==> src/rtl/genius_pkg.sv <==
// Shared types and constants for the Genius (Simon) player-input path.
// Holds the capture FSM state type, the per-press code width, the one-hot
// key codes and the exactly-one-bit check used to classify a press.
package genius_pkg;

  typedef enum logic [1:0] {
    IDLE         = 2'd0,
    WAIT_PRESS   = 2'd1,
    WAIT_RELEASE = 2'd2,
    DONE         = 2'd3
  } state_t;

  localparam int unsigned CODE_W = 4;

  localparam logic [CODE_W-1:0] KEY_G = 4'b0001;
  localparam logic [CODE_W-1:0] KEY_R = 4'b0010;
  localparam logic [CODE_W-1:0] KEY_Y = 4'b0100;
  localparam logic [CODE_W-1:0] KEY_B = 4'b1000;

  // True when exactly one bit of v is set.
  function automatic logic onehot4(input logic [CODE_W-1:0] v);
    return (v != '0) && ((v & (v - 1'b1)) == '0);
  endfunction

endpackage

==> src/rtl/key_conditioner.sv <==
// Push-button conditioner: brings the asynchronous, already-inverted key
// vector into the clock domain through a SYNC_STAGES flop chain and, when
// USER_DEBOUNCE_EN is defined, only forwards a new vector once it has been
// stable for DEB_CYCLES consecutive cycles. Without the macro the debounce
// counter is absent and kv_o is the synchronizer output.
module key_conditioner
  import genius_pkg::*;
#(
  parameter int unsigned SYNC_STAGES = 2,
  parameter int unsigned DEB_CYCLES  = 500000
) (
  input  logic              clk,
  input  logic              rst,
  input  logic [CODE_W-1:0] pressed_i,
  output logic [CODE_W-1:0] kv_o
);

  logic [CODE_W-1:0] sync_q [SYNC_STAGES];
  logic [CODE_W-1:0] sync_out;

  // Multi-stage synchronizer for the raw key vector.
  always_ff @(posedge clk or posedge rst) begin
    if (rst) begin
      for (int unsigned i = 0; i < SYNC_STAGES; i++) begin
        sync_q[i] <= '0;
      end
    end else begin
      sync_q[0] <= pressed_i;
      for (int unsigned i = 1; i < SYNC_STAGES; i++) begin
        sync_q[i] <= sync_q[i-1];
      end
    end
  end

  assign sync_out = sync_q[SYNC_STAGES-1];

`ifdef USER_DEBOUNCE_EN
  localparam int unsigned CNT_W = (DEB_CYCLES > 1) ? $clog2(DEB_CYCLES) : 1;

  logic [CNT_W-1:0]  stab_q;
  logic [CNT_W-1:0]  stab_d;
  logic [CODE_W-1:0] cand_q;
  logic [CODE_W-1:0] cand_d;
  logic [CODE_W-1:0] kv_q;
  logic [CODE_W-1:0] kv_d;

  // Stability tracking: any change of the synchronized vector restarts the
  // count; the candidate is promoted once it has held for DEB_CYCLES cycles.
  always_comb begin
    stab_d = stab_q;
    cand_d = cand_q;
    kv_d   = kv_q;
    if (sync_out != cand_q) begin
      cand_d = sync_out;
      stab_d = '0;
    end else if (stab_q != CNT_W'(DEB_CYCLES - 1)) begin
      stab_d = stab_q + 1'b1;
    end else begin
      kv_d = cand_q;
    end
  end

  // Debounce state registers.
  always_ff @(posedge clk or posedge rst) begin
    if (rst) begin
      stab_q <= '0;
      cand_q <= '0;
      kv_q   <= '0;
    end else begin
      stab_q <= stab_d;
      cand_q <= cand_d;
      kv_q   <= kv_d;
    end
  end

  assign kv_o = kv_q;
`else
  assign kv_o = sync_out;
`endif

endmodule

==> src/rtl/user_seq_capture.sv <==
// Player-input capture for the Genius (Simon) game. Conditions the four
// active-low push buttons, packs each clean single-key press as a one-hot
// nibble into a MAX_PRESSES*4-bit word, and strobes E for one cycle once
// round+1 presses have been stored so REG_User can latch the word.
// Optional build macro: USER_DEBOUNCE_EN (enables the key debouncer).
module user_seq_capture
  import genius_pkg::*;
#(
  parameter int unsigned MAX_PRESSES = 16,
  parameter int unsigned SYNC_STAGES = 2,
  parameter int unsigned DEB_CYCLES  = 500000
) (
  input  logic                          clk,
  input  logic                          R,
  input  logic                          en,
  input  logic [3:0]                    round,
  input  logic [3:0]                    key_n,
  output logic [MAX_PRESSES*CODE_W-1:0] data,
  output logic                          E,
  output logic                          busy,
  output logic [4:0]                    count,
  output logic                          err
);

  localparam int unsigned DW = MAX_PRESSES * CODE_W;

  logic [CODE_W-1:0] kv;

  state_t            state_q;
  state_t            state_d;
  logic [3:0]        rnd_q;
  logic [3:0]        rnd_d;
  logic [DW-1:0]     data_q;
  logic [DW-1:0]     data_d;
  logic [4:0]        count_q;
  logic [4:0]        count_d;
  logic              err_q;
  logic              err_d;
  logic [4:0]        target;

  key_conditioner #(
    .SYNC_STAGES (SYNC_STAGES),
    .DEB_CYCLES  (DEB_CYCLES)
  ) u_keys (
    .clk       (clk),
    .rst       (R),
    .pressed_i (~key_n),
    .kv_o      (kv)
  );

  // 5-bit press target so round=15 yields 16 presses.
  assign target = {1'b0, rnd_q} + 5'd1;

  // Capture FSM: arm on en, store one nibble per clean press, wait for full
  // release between presses, and abort with a full clear whenever en drops.
  always_comb begin
    state_d = state_q;
    rnd_d   = rnd_q;
    data_d  = data_q;
    count_d = count_q;
    err_d   = 1'b0;
    unique case (state_q)
      IDLE: begin
        if (en) begin
          rnd_d   = round;
          data_d  = '0;
          count_d = '0;
          state_d = WAIT_PRESS;
        end
      end
      WAIT_PRESS: begin
        if (!en) begin
          data_d  = '0;
          count_d = '0;
          state_d = IDLE;
        end else if (kv != '0) begin
          if (onehot4(kv)) begin
            data_d[CODE_W*int'(count_q[3:0]) +: CODE_W] = kv;
            count_d = count_q + 5'd1;
          end else begin
            err_d = 1'b1;
          end
          state_d = WAIT_RELEASE;
        end
      end
      WAIT_RELEASE: begin
        if (!en) begin
          data_d  = '0;
          count_d = '0;
          state_d = IDLE;
        end else if (kv == '0) begin
          state_d = (count_q == target) ? DONE : WAIT_PRESS;
        end
      end
      DONE: begin
        if (!en) begin
          data_d  = '0;
          count_d = '0;
        end
        state_d = IDLE;
      end
      default: state_d = IDLE;
    endcase
  end

  // FSM and datapath registers.
  always_ff @(posedge clk or posedge R) begin
    if (R) begin
      state_q <= IDLE;
      rnd_q   <= '0;
      data_q  <= '0;
      count_q <= '0;
      err_q   <= 1'b0;
    end else begin
      state_q <= state_d;
      rnd_q   <= rnd_d;
      data_q  <= data_d;
      count_q <= count_d;
      err_q   <= err_d;
    end
  end

  // The strobe is gated by en so an abort arriving in DONE never writes.
  assign E     = (state_q == DONE) && en;
  assign busy  = (state_q != IDLE);
  assign data  = data_q;
  assign count = count_q;
  assign err   = err_q;

endmodule

==> config.mk <==
export PLATFORM = sky130hd
export DESIGN_NAME = user_seq_capture
export DESIGN_NICKNAME = d
export VERILOG_FILES = /design/src/rtl/genius_pkg.sv /design/src/rtl/key_conditioner.sv /design/src/rtl/user_seq_capture.sv
export SDC_FILE = /design/constraint.sdc
export NUM_CORES = 1
export LEC_CHECK = 0
export ABC_AREA = 1
export CAP_MARGIN = 10
export CORE_UTILIZATION = 47
export DETAILED_ROUTE_END_ITERATION = 8
export PLACE_DENSITY_LB_ADDON = 0.25
export SYNTH_ARGS = -nofsm -noshare
export SYNTH_HDL_FRONTEND = slang
export SYNTH_SLANG_ARGS = --single-unit
==> constraint.sdc <==
create_clock -name clk -period 2.5 [get_ports clk]
set_input_delay 0.25 -clock clk [delete_from_list [all_inputs] [get_ports clk]]
set_output_delay 0.25 -clock clk [all_outputs]
set_load 0.01 [all_outputs]
==> impl_metrics.toml, run 1 <==
[placement]
portBuffers = 82
globalplace.congestion = 0.887
hpwl_mm = 7.07
place_ws_ns = 0.118

[floorplanning]
ios = 83
rows = 33
start_util_pct = 49.2
core_sq_mm = 0.00834
die_w_um = 95.5
die_y_um = 95.5
dieArea_sq_mm = 0.00911

[setup_path]
critPathRequiredTime_ns = 2.80
cp-end-kind = "register"
critPathArrivalTime_ns = 2.56
cp-start-kind = "register"
cp_max_fo = 16
r2r_end = "data[16]"
rr_startpoint = "count[1]"
ff2ff_path_depth = 9
timing_worst_setup_path_type = "reg -> reg"
rrSetupSlack_ns = 0.24

[drt]
routed_wl_mm = 9.66
drtIter0Drc = 188
routedWlPerCell_um = 14.1
num_vias = 3596
postRouteAntennaNets = 0
drc = 0
routed_via_density = 5.23
first_pass_iters = 5

[power]
pwr-share-clk_pct = 26.7
p_seq_share_pct = 36.8
p_switching_uw = 1620
ir_drop_mv = 0.493
powerDensity_mw_per_mm2 = 780
swShare_pct = 39.2
power_frac_comb_pct = 36.6
power.leakage_uw = 0.00235
internal_power_uw = 2510

[cts]
clk_latency_ns = 0.37
path_clk_slew_ns = 0.09
cts_max_level = 3
cts_resized = 0
postCtsHoldBufs = 0
cts_buffers = 9
cts-root-buf = "clkbuf_8"
cts.sinks = 84
post_cts_buffers = 0
cts.path.max_buffers = 2
cts_tree = "yes"

[yosys]
synthTopCellsByCount = "nand2_1 (155), dfrtp_1 (84), o21ai_1 (55)"
synth_cells = 490
synth-edff-count = 0
ys_seq_area_share_pct = 51.2
synth_fp_nets = 508
ys_types = 30
synth_most_common_cell = "nand2_1"
ys_seq_elements = 84
yosysWarnings = 0
async_flop_share_pct = 100
synth_top_cell_by_area = "dfrtp_1"
synthTopCellsByArea = "dfrtp_1 (51%), nand2_1 (14%), o21ai_1 (6.7%)"
synth_ff_type = "dfrtp_1"
syn_area_sq_mm = 0.00411
avgSynthCellArea_sq_um = 8.38
synth.top_cell.area_share_pct = 51.2

[final_layout]
seq_area_sq_mm = 0.00210
diodes = 0
syn2layout_area_growth_pct = 28.8
multi_input_comb_area_sq_mm = 0.00176
finalNetCount = 595
fillCellCount = 730
layout-drive-gt1-share_pct = 9.79

[status]
status = "completed"

[sta]
rsz0062_at_grt = "false"
max_slew_margin_pct = 51.4
tns_ns = 0
fmax_ghz = 0.443
slew_viol_final = 0
hold_violations = 0
min_period_ns = 2.26
layout_setup_ws_ns = 0.242
worstMarginPinSlew_ns = 0.728
min_period_over_period_pct = 90.3
clock_skew_ns = 0.0113
finalSetupViolations = 0

[global_routing]
grt_pass1_wl_mm = 16.1
grt_pass1_vias = 3470
grt_max_degree = 44
overflow = 0
antenna_found_initial = 0
grt_usage_pct = 23.3

[flow_run]
max_cap_viol_count = 0

[hold_path]
hold_path.class = "in -> async"
==> kinds of logic (layout without fill, tap and decap cells) <==
| group | after synthesis | after routing | share of synthesized area (%) |
|---|---|---|---|
| AO/OA/AOI/OAI | 63 | 63 | 7.71 |
| XOR/XNOR | 10 | 10 | 2.59 |
| adder cells (fa/ha/maj) | 7 | 7 | 2.13 |
| buffers and inverters | 58 | 150 | 6.28 |
| flip-flops | 84 | 84 | 51.2 |
| multiplexers | 4 | 4 | 1.10 |
| AND/OR/NAND/NOR | 264 | 264 | 29.0 |
==> power by group through the flow <==
stage	Combinational, uW	Sequential (uW)	Clock, uW
4_1_cts	1490	1510	1120
6_report	1510	1520	1100
2_1_floorplan	1150	1540	0
5_1_grt	1680	1530	1180
3_3_place_gp	1450	1540	0
3_5_place_dp	1480	1540	0
==> worst max path at each step <==
stage	start	endpoint	slack [ns]	cells past startpoint
floorplan	R	count[0]	0.08	1
global placement	count[1]	data[57]	0.13	10
detailed placement	count[1]	data[57]	0.12	10
CTS	count[1]	data[57]	0.10	10
global route	count[1]	data[9]	0.04	9
finish	count[1]	data[16]	0.24	9
==> flip-flops by register name, indices dropped and copies added, names as in the netlist <==
name and cells:
rnd_q 4, data 64, err 1, count 5, u_keys.kv_o 4, state_q 2, u_keys.sync_q 4
==> area by class of cell <==
| cell class | count | area share [%] |
|---|---|---|
| multi-input combinational | 348 | 33.2 |
| tap | 105 | 2.48 |
| clock buffer | 11 | 2.67 |
| inverter | 41 | 2.93 |
| timing repair buffer | 93 | 17.3 |
| clock inverter | 5 | 1.59 |
| sequential | 84 | 39.8 |
==> stage by stage <==
step	hold slack, ns	power (uW)	area, sq um	utilization, %	cells
finish	0.306	4120	5290	63.4	687
global route	0.355	4380	5290	63.4	687
CTS	0.336	4130	5280	63.2	687
detailed placement	0.338	3020	5050	60.5	671
global placement	0.332	2990	5050	60.5	671
floorplan	0.309	2690	4110	-	490
==> metal layers <==
layer / track usage (%) / wire (um) / vias up
li1: - / - / 1748
met1: 29.5 / 4300 / 1713
met2: 37.4 / 4610 / 119
met3: 5.50 / 565 / 16
met4: 11.4 / 184 / 0
met5: 0 / 0 / -
==> placed cells by master, fill, tap and decap left out, types with 4 or more instances in the layout <==
cell type | Yosys | layout
dfrtp_1 | 84 | 84
ha_1 | 7 | 6
xnor2_1 | 4 | 4
nand4_1 | 10 | 10
clkdlybuf4s50_1 | 0 | 82
nor3_1 | 7 | 5
mux2_2 | 4 | 4
buf_4 | 2 | 10
inv_1 | 38 | 37
nand3_1 | 31 | 31
nand3_2 | 9 | 9
clkbuf_8 | 0 | 10
xor2_1 | 5 | 5
o21ai_0 | 7 | 6
nor2_1 | 40 | 40
o21ai_1 | 55 | 56
nand2_1 | 155 | 155
==> worst max-delay path, cell delays in order (launching register included) <==
cell	delay (ns)
dfrtp_1	0.54
inv_1	0.16
ha_1	0.28
xor2_4	0.22
inv_2	0.24
buf_4	0.20
nand2_1	0.12
nor3_2	0.21
nand3_1	0.13
nand2_1	0.10
Power figures use the tool's default switching activity.
==> inputs of run 2 (changes only) <==
- CORE_MARGIN: not set -> 1.5
==> run 2 against run 1 <==
Effect of this change:
- first-iteration DRC count grew 17%
- count of clock-buffer cells in the layout down 2
- flip-flop and latch count unchanged
- clock power decreased by 18%
- clock skew is 0.0046 ns higher
- sequential power is essentially flat
- core utilization fell by 0.71 points
- highest routed layer unchanged
==> impl_metrics.toml, run 2 (synthesized netlist as in run 1, its figures left out) <==
[sta]
worstMarginPinSlew_ns = 0.444
slew_viol_final = 0
max_slew_margin_pct = 70.4
layout_setup_ws_ns = 0.277
min_period_ns = 2.22
min_period_over_period_pct = 88.9
rsz0062_at_grt = "false"
clock_skew_ns = 0.0159
holdWs_ns = 0.302
finalSetupViolations = 0
tns_ns = 0
fmax_ghz = 0.450
hold_violations = 0

[setup_path]
cpPeakStageDelay_ns = 0.52
cp.buffers_inverters = 2
critPathArrivalTime_ns = 2.47
cp_max_fo = 9
crit_slowest_cell = "dfrtp_1"
rrSetupSlack_ns = 0.28
critPathRequiredTime_ns = 2.74
cp-end-kind = "register"
cp_cell_sequence = "inv_1, nand2_1, nor2_1, ha_1, inv_1, nor3_1, o21ai_1, nand2_1, o21ai_1"
critPathLaunch = "count[1]"
cp-start-kind = "register"
timing_worst_setup_path_type = "reg -> reg"
rr_startpoint = "count[1]"
cpLargestDelayFamily = "simple AND/OR/NAND/NOR gates"

[status]
status = "completed"

[power]
ir_drop_mv = 0.420
power.leakage_uw = 0.00234
powerDensity_mw_per_mm2 = 758

[placement]
globalplace.congestion = 0.913
portBuffers = 82
hpwl_mm = 7.27
place_ws_ns = 0.209

[cts]
cts_max_level = 3
cts.path.max_buffers = 2
cts_resized = 0
cts_tree = "yes"
cts.sinks = 84
postCtsHoldBufs = 0
cts-root-buf = "clkbuf_8"
cts_buffers = 9
clk_latency_ns = 0.36
post_cts_buffers = 0
path_clk_slew_ns = 0.09

[drt]
drtIter0Drc = 220
postRouteAntennaNets = 0
routed_wl_mm = 9.81
routedWlPerCell_um = 14.3
drc = 0
routed_via_density = 5.22
num_vias = 3583
first_pass_iters = 4

[floorplanning]
rows = 33
ios = 83
die_w_um = 96.5
core_sq_mm = 0.00834
start_util_pct = 49.2
dieArea_sq_mm = 0.00930
die_y_um = 96.5

[final_layout]
fin_util_pct = 62.7
syn2layout_area_growth_pct = 27.4
layout-drive-gt1-share_pct = 9.45
largest_reg_flops = 64
layout_commonest_cell = "nand2_1"
finalNetCount = 595
fillCellCount = 740
layout.cells.most_common_list = "nand2_1 (155), dfrtp_1 (84), clkdlybuf4s50_1 (82)"
diodes = 0

[global_routing]
antenna_found_initial = 0
grt_usage_pct = 23.2
overflow = 0
grt_pass1_wl_mm = 16.6
grt_pass1_vias = 3477
grt_max_degree = 85

[flow_run]
max_cap_viol_count = 0

[hold_path]
hold_path.class = "in -> async"
==> run 2: changes by cell type in the layout (fill, tap and decap cells not counted), sizes merged <==
cell | before | now
inv | 41 | 44
bufinv | 2 | 0
clkbuf | 11 | 9
clkinv | 1 | 3
clkinvlp | 2 | 1
==> run 2: area by class of cell <==
class / count / area [sq um] / share of cell area (%)
clock buffers: 9 / 124 / 2.37
multi-input cells: 348 / 1750 / 33.4
repair buffers: 93 / 916 / 17.5
inverters: 41 / 155 / 2.97
well taps: 105 / 131 / 2.51
clock inverters: 7 / 55.1 / 1.05
flip-flops and latches: 84 / 2100 / 40.2
==> run 2: final timing paths <==
kind	depth (start not counted)	end
max	9	data[31]
min	3	data[45]
max reg2reg	9	data[31]
min reg2reg	0	u_keys.kv_o[2]
max in group asynchronous	3	data[35]
min in group clk	0	u_keys.kv_o[2]
==> run 2: worst register-to-register path, stage by stage, from the launching register on <==
cell	delay, ns
dfrtp_1	0.52
inv_1	0.15
nand2_1	0.08
nor2_1	0.04
ha_1	0.47
inv_1	0.19
nor3_1	0.36
o21ai_1	0.17
nand2_1	0.09
o21ai_1	0.06
==> run 2: report_power, final <==
part | total, uW | switching, uW | leakage (uW) | internal [uW]
Clock | 905 | 530 | 0.0000923 | 375
Sequential | 1520 | 83.5 | 0.00114 | 1440
Combinational | 1540 | 1030 | 0.00110 | 508
==> run 2: per-layer routing <==
metal,global-route usage [%],up-vias,part of all wire (%)
met5,0,-,0
met2,36.5,103,47
li1,-,1754,-
met4,8.82,0,1.6
met1,32.2,1710,47
met3,3.68,16,4.8
==> run 2: per-stage QoR <==
stage	total power [uW]	std cells	instance area [sq um]
after floorplan	2690	490	4110
after global placement	3050	671	5050
after detailed placement	3070	671	5050
after CTS	3960	687	5230
after global routing	4240	687	5230
final	3970	687	5230
==> patch, RTL diff (config.mk and constraints of run 1) <==
Set the parameter `MAX_PRESSES` to 32 (it was 16).
--- a/src/rtl/user_seq_capture.sv
+++ b/src/rtl/user_seq_capture.sv
@@ -7,5 +7,5 @@
   import genius_pkg::*;
 #(
-  parameter int unsigned MAX_PRESSES = 16,
+  parameter int unsigned MAX_PRESSES = 32,
   parameter int unsigned SYNC_STAGES = 2,
   parameter int unsigned DEB_CYCLES  = 500000
Ports: changed (resized data); port bits go from 83 to 147. No check against the original RTL was run, so the function may have changed too.
==> patch against run 1 <==
- final area up 62%
- synthesized cell count up 44%
- core utilization up 3.7 points
- setup slack better by 0.072 ns
- area after synthesis up 52%
- first-iteration DRC count up 36%
- power up 50%
- count of clock-buffer cells in the layout up 7
- sequential cell count up 64
- routed wire length up 57%
==> patch: results (changes against run 1) <==
[outcome]
outcome=completed  ; unchanged

[cells_and_area]
multi_input_area_share_pct=23.5  ; was 33.2%
buffers=162  ; was 93
area_delta_synth_final_pct=37.5  ; was 28.8%
nFlopsAndLatches=148  ; was 84

[yosys]
synth_fp_nets=720  ; was 508
ys_top_cells_by_count=224 x nand2_1, 148 x dfrtp_1, 92 x inv_1  ; was 155 x nand2_1, 84 x dfrtp_1, 55 x o21ai_1

[setup_path]
crit_path_end=data[27]  ; was data[16]
rrSetupSlack_ns=0.31  ; was 0.24 ns
cp.arrival_ns=2.55  ; was 2.56 ns

[power]
p_leak_nw=4.68  ; was 2.35 nW
ir_worst_vdd_v=0.000519  ; was 0.000493 V

[cts]
clkTransAtPathRegs_ns=0.06  ; was 0.09 ns
numCtsBuffers=17  ; was 9

[floorplanning]
num_rows=41  ; was 33

[timing]
tightest_slew_ns=0.571  ; was 0.728 ns

[drt]
drt-met1-wl_um=6530  ; was 4300 µm
drt-initial-drc-count=255  ; was 188
avgViaCountPerCell=4.99  ; was 5.23

[place]
gp_congestion=0.888  ; was 0.887
hpwlAfterDp_um=10800  ; was 7070 µm
placed_area_um2=7930  ; was 5050 µm²

[global_route]
grt_pass1_wl_um=24800  ; was 16,100 µm
grt_usage_pct=24.0  ; was 23.3%
grt_max_degree=90  ; was 44

==> patch: changes by cell type after synthesis, moves of 3 or more <==
cell,run 1,this run
ha_1,7,4
nor4_1,0,10
clkbuf_1,4,7
nor3_1,7,3
o21ai_1,55,0
buf_2,8,13
nand2_1,155,224
dfrtp_1,84,148
inv_1,38,92
nand2_2,3,10
nand3_1,31,91
o21ai_0,7,19
nand3_2,9,1
==> patch: through the flow <==
| step | cells | setup WS, ns |
|---|---|---|
| after floorplan | 705 | 0.329 |
| after global placement | 1014 | 0.307 |
| after detailed placement | 1014 | 0.272 |
| after CTS | 1046 | 0.335 |
| after global routing | 1046 | 0.132 |
| final | 1046 | 0.314 |
==> patch: worst register-to-register path, stage by stage (launching register included) <==
cell	delay [ns]
dfrtp_1	0.47
nor3_1	0.09
ha_1	0.47
inv_1	0.27
nor3_4	0.24
buf_4	0.33
nand3_1	0.15
nand2_1	0.10
==> patch: power by group <==
group / internal, mW / switching, mW / total, mW / leakage [nW]
combinational: 0.305 / 0.674 / 0.979 / 2.35
clock: 1.71 / 1.02 / 2.73 / 0.300
sequential: 2.44 / 0.0499 / 2.49 / 2.04
==> patch: logic make-up (layout without fill, tap and decap cells) <==
| kind of cell | after synthesis | in the layout | share of synthesized area (%) |
|---|---|---|---|
| AND/OR/NAND/NOR | 395 | 395 | 27.9 |
| flip-flops | 148 | 148 | 59.4 |
| buffers and inverters | 124 | 293 | 8.23 |
| AO/OA/AOI/OAI | 21 | 21 | 1.69 |
| XOR/XNOR | 9 | 9 | 1.26 |
| adder cells (fa/ha/maj) | 4 | 4 | 0.803 |
| multiplexers | 4 | 4 | 0.723 |
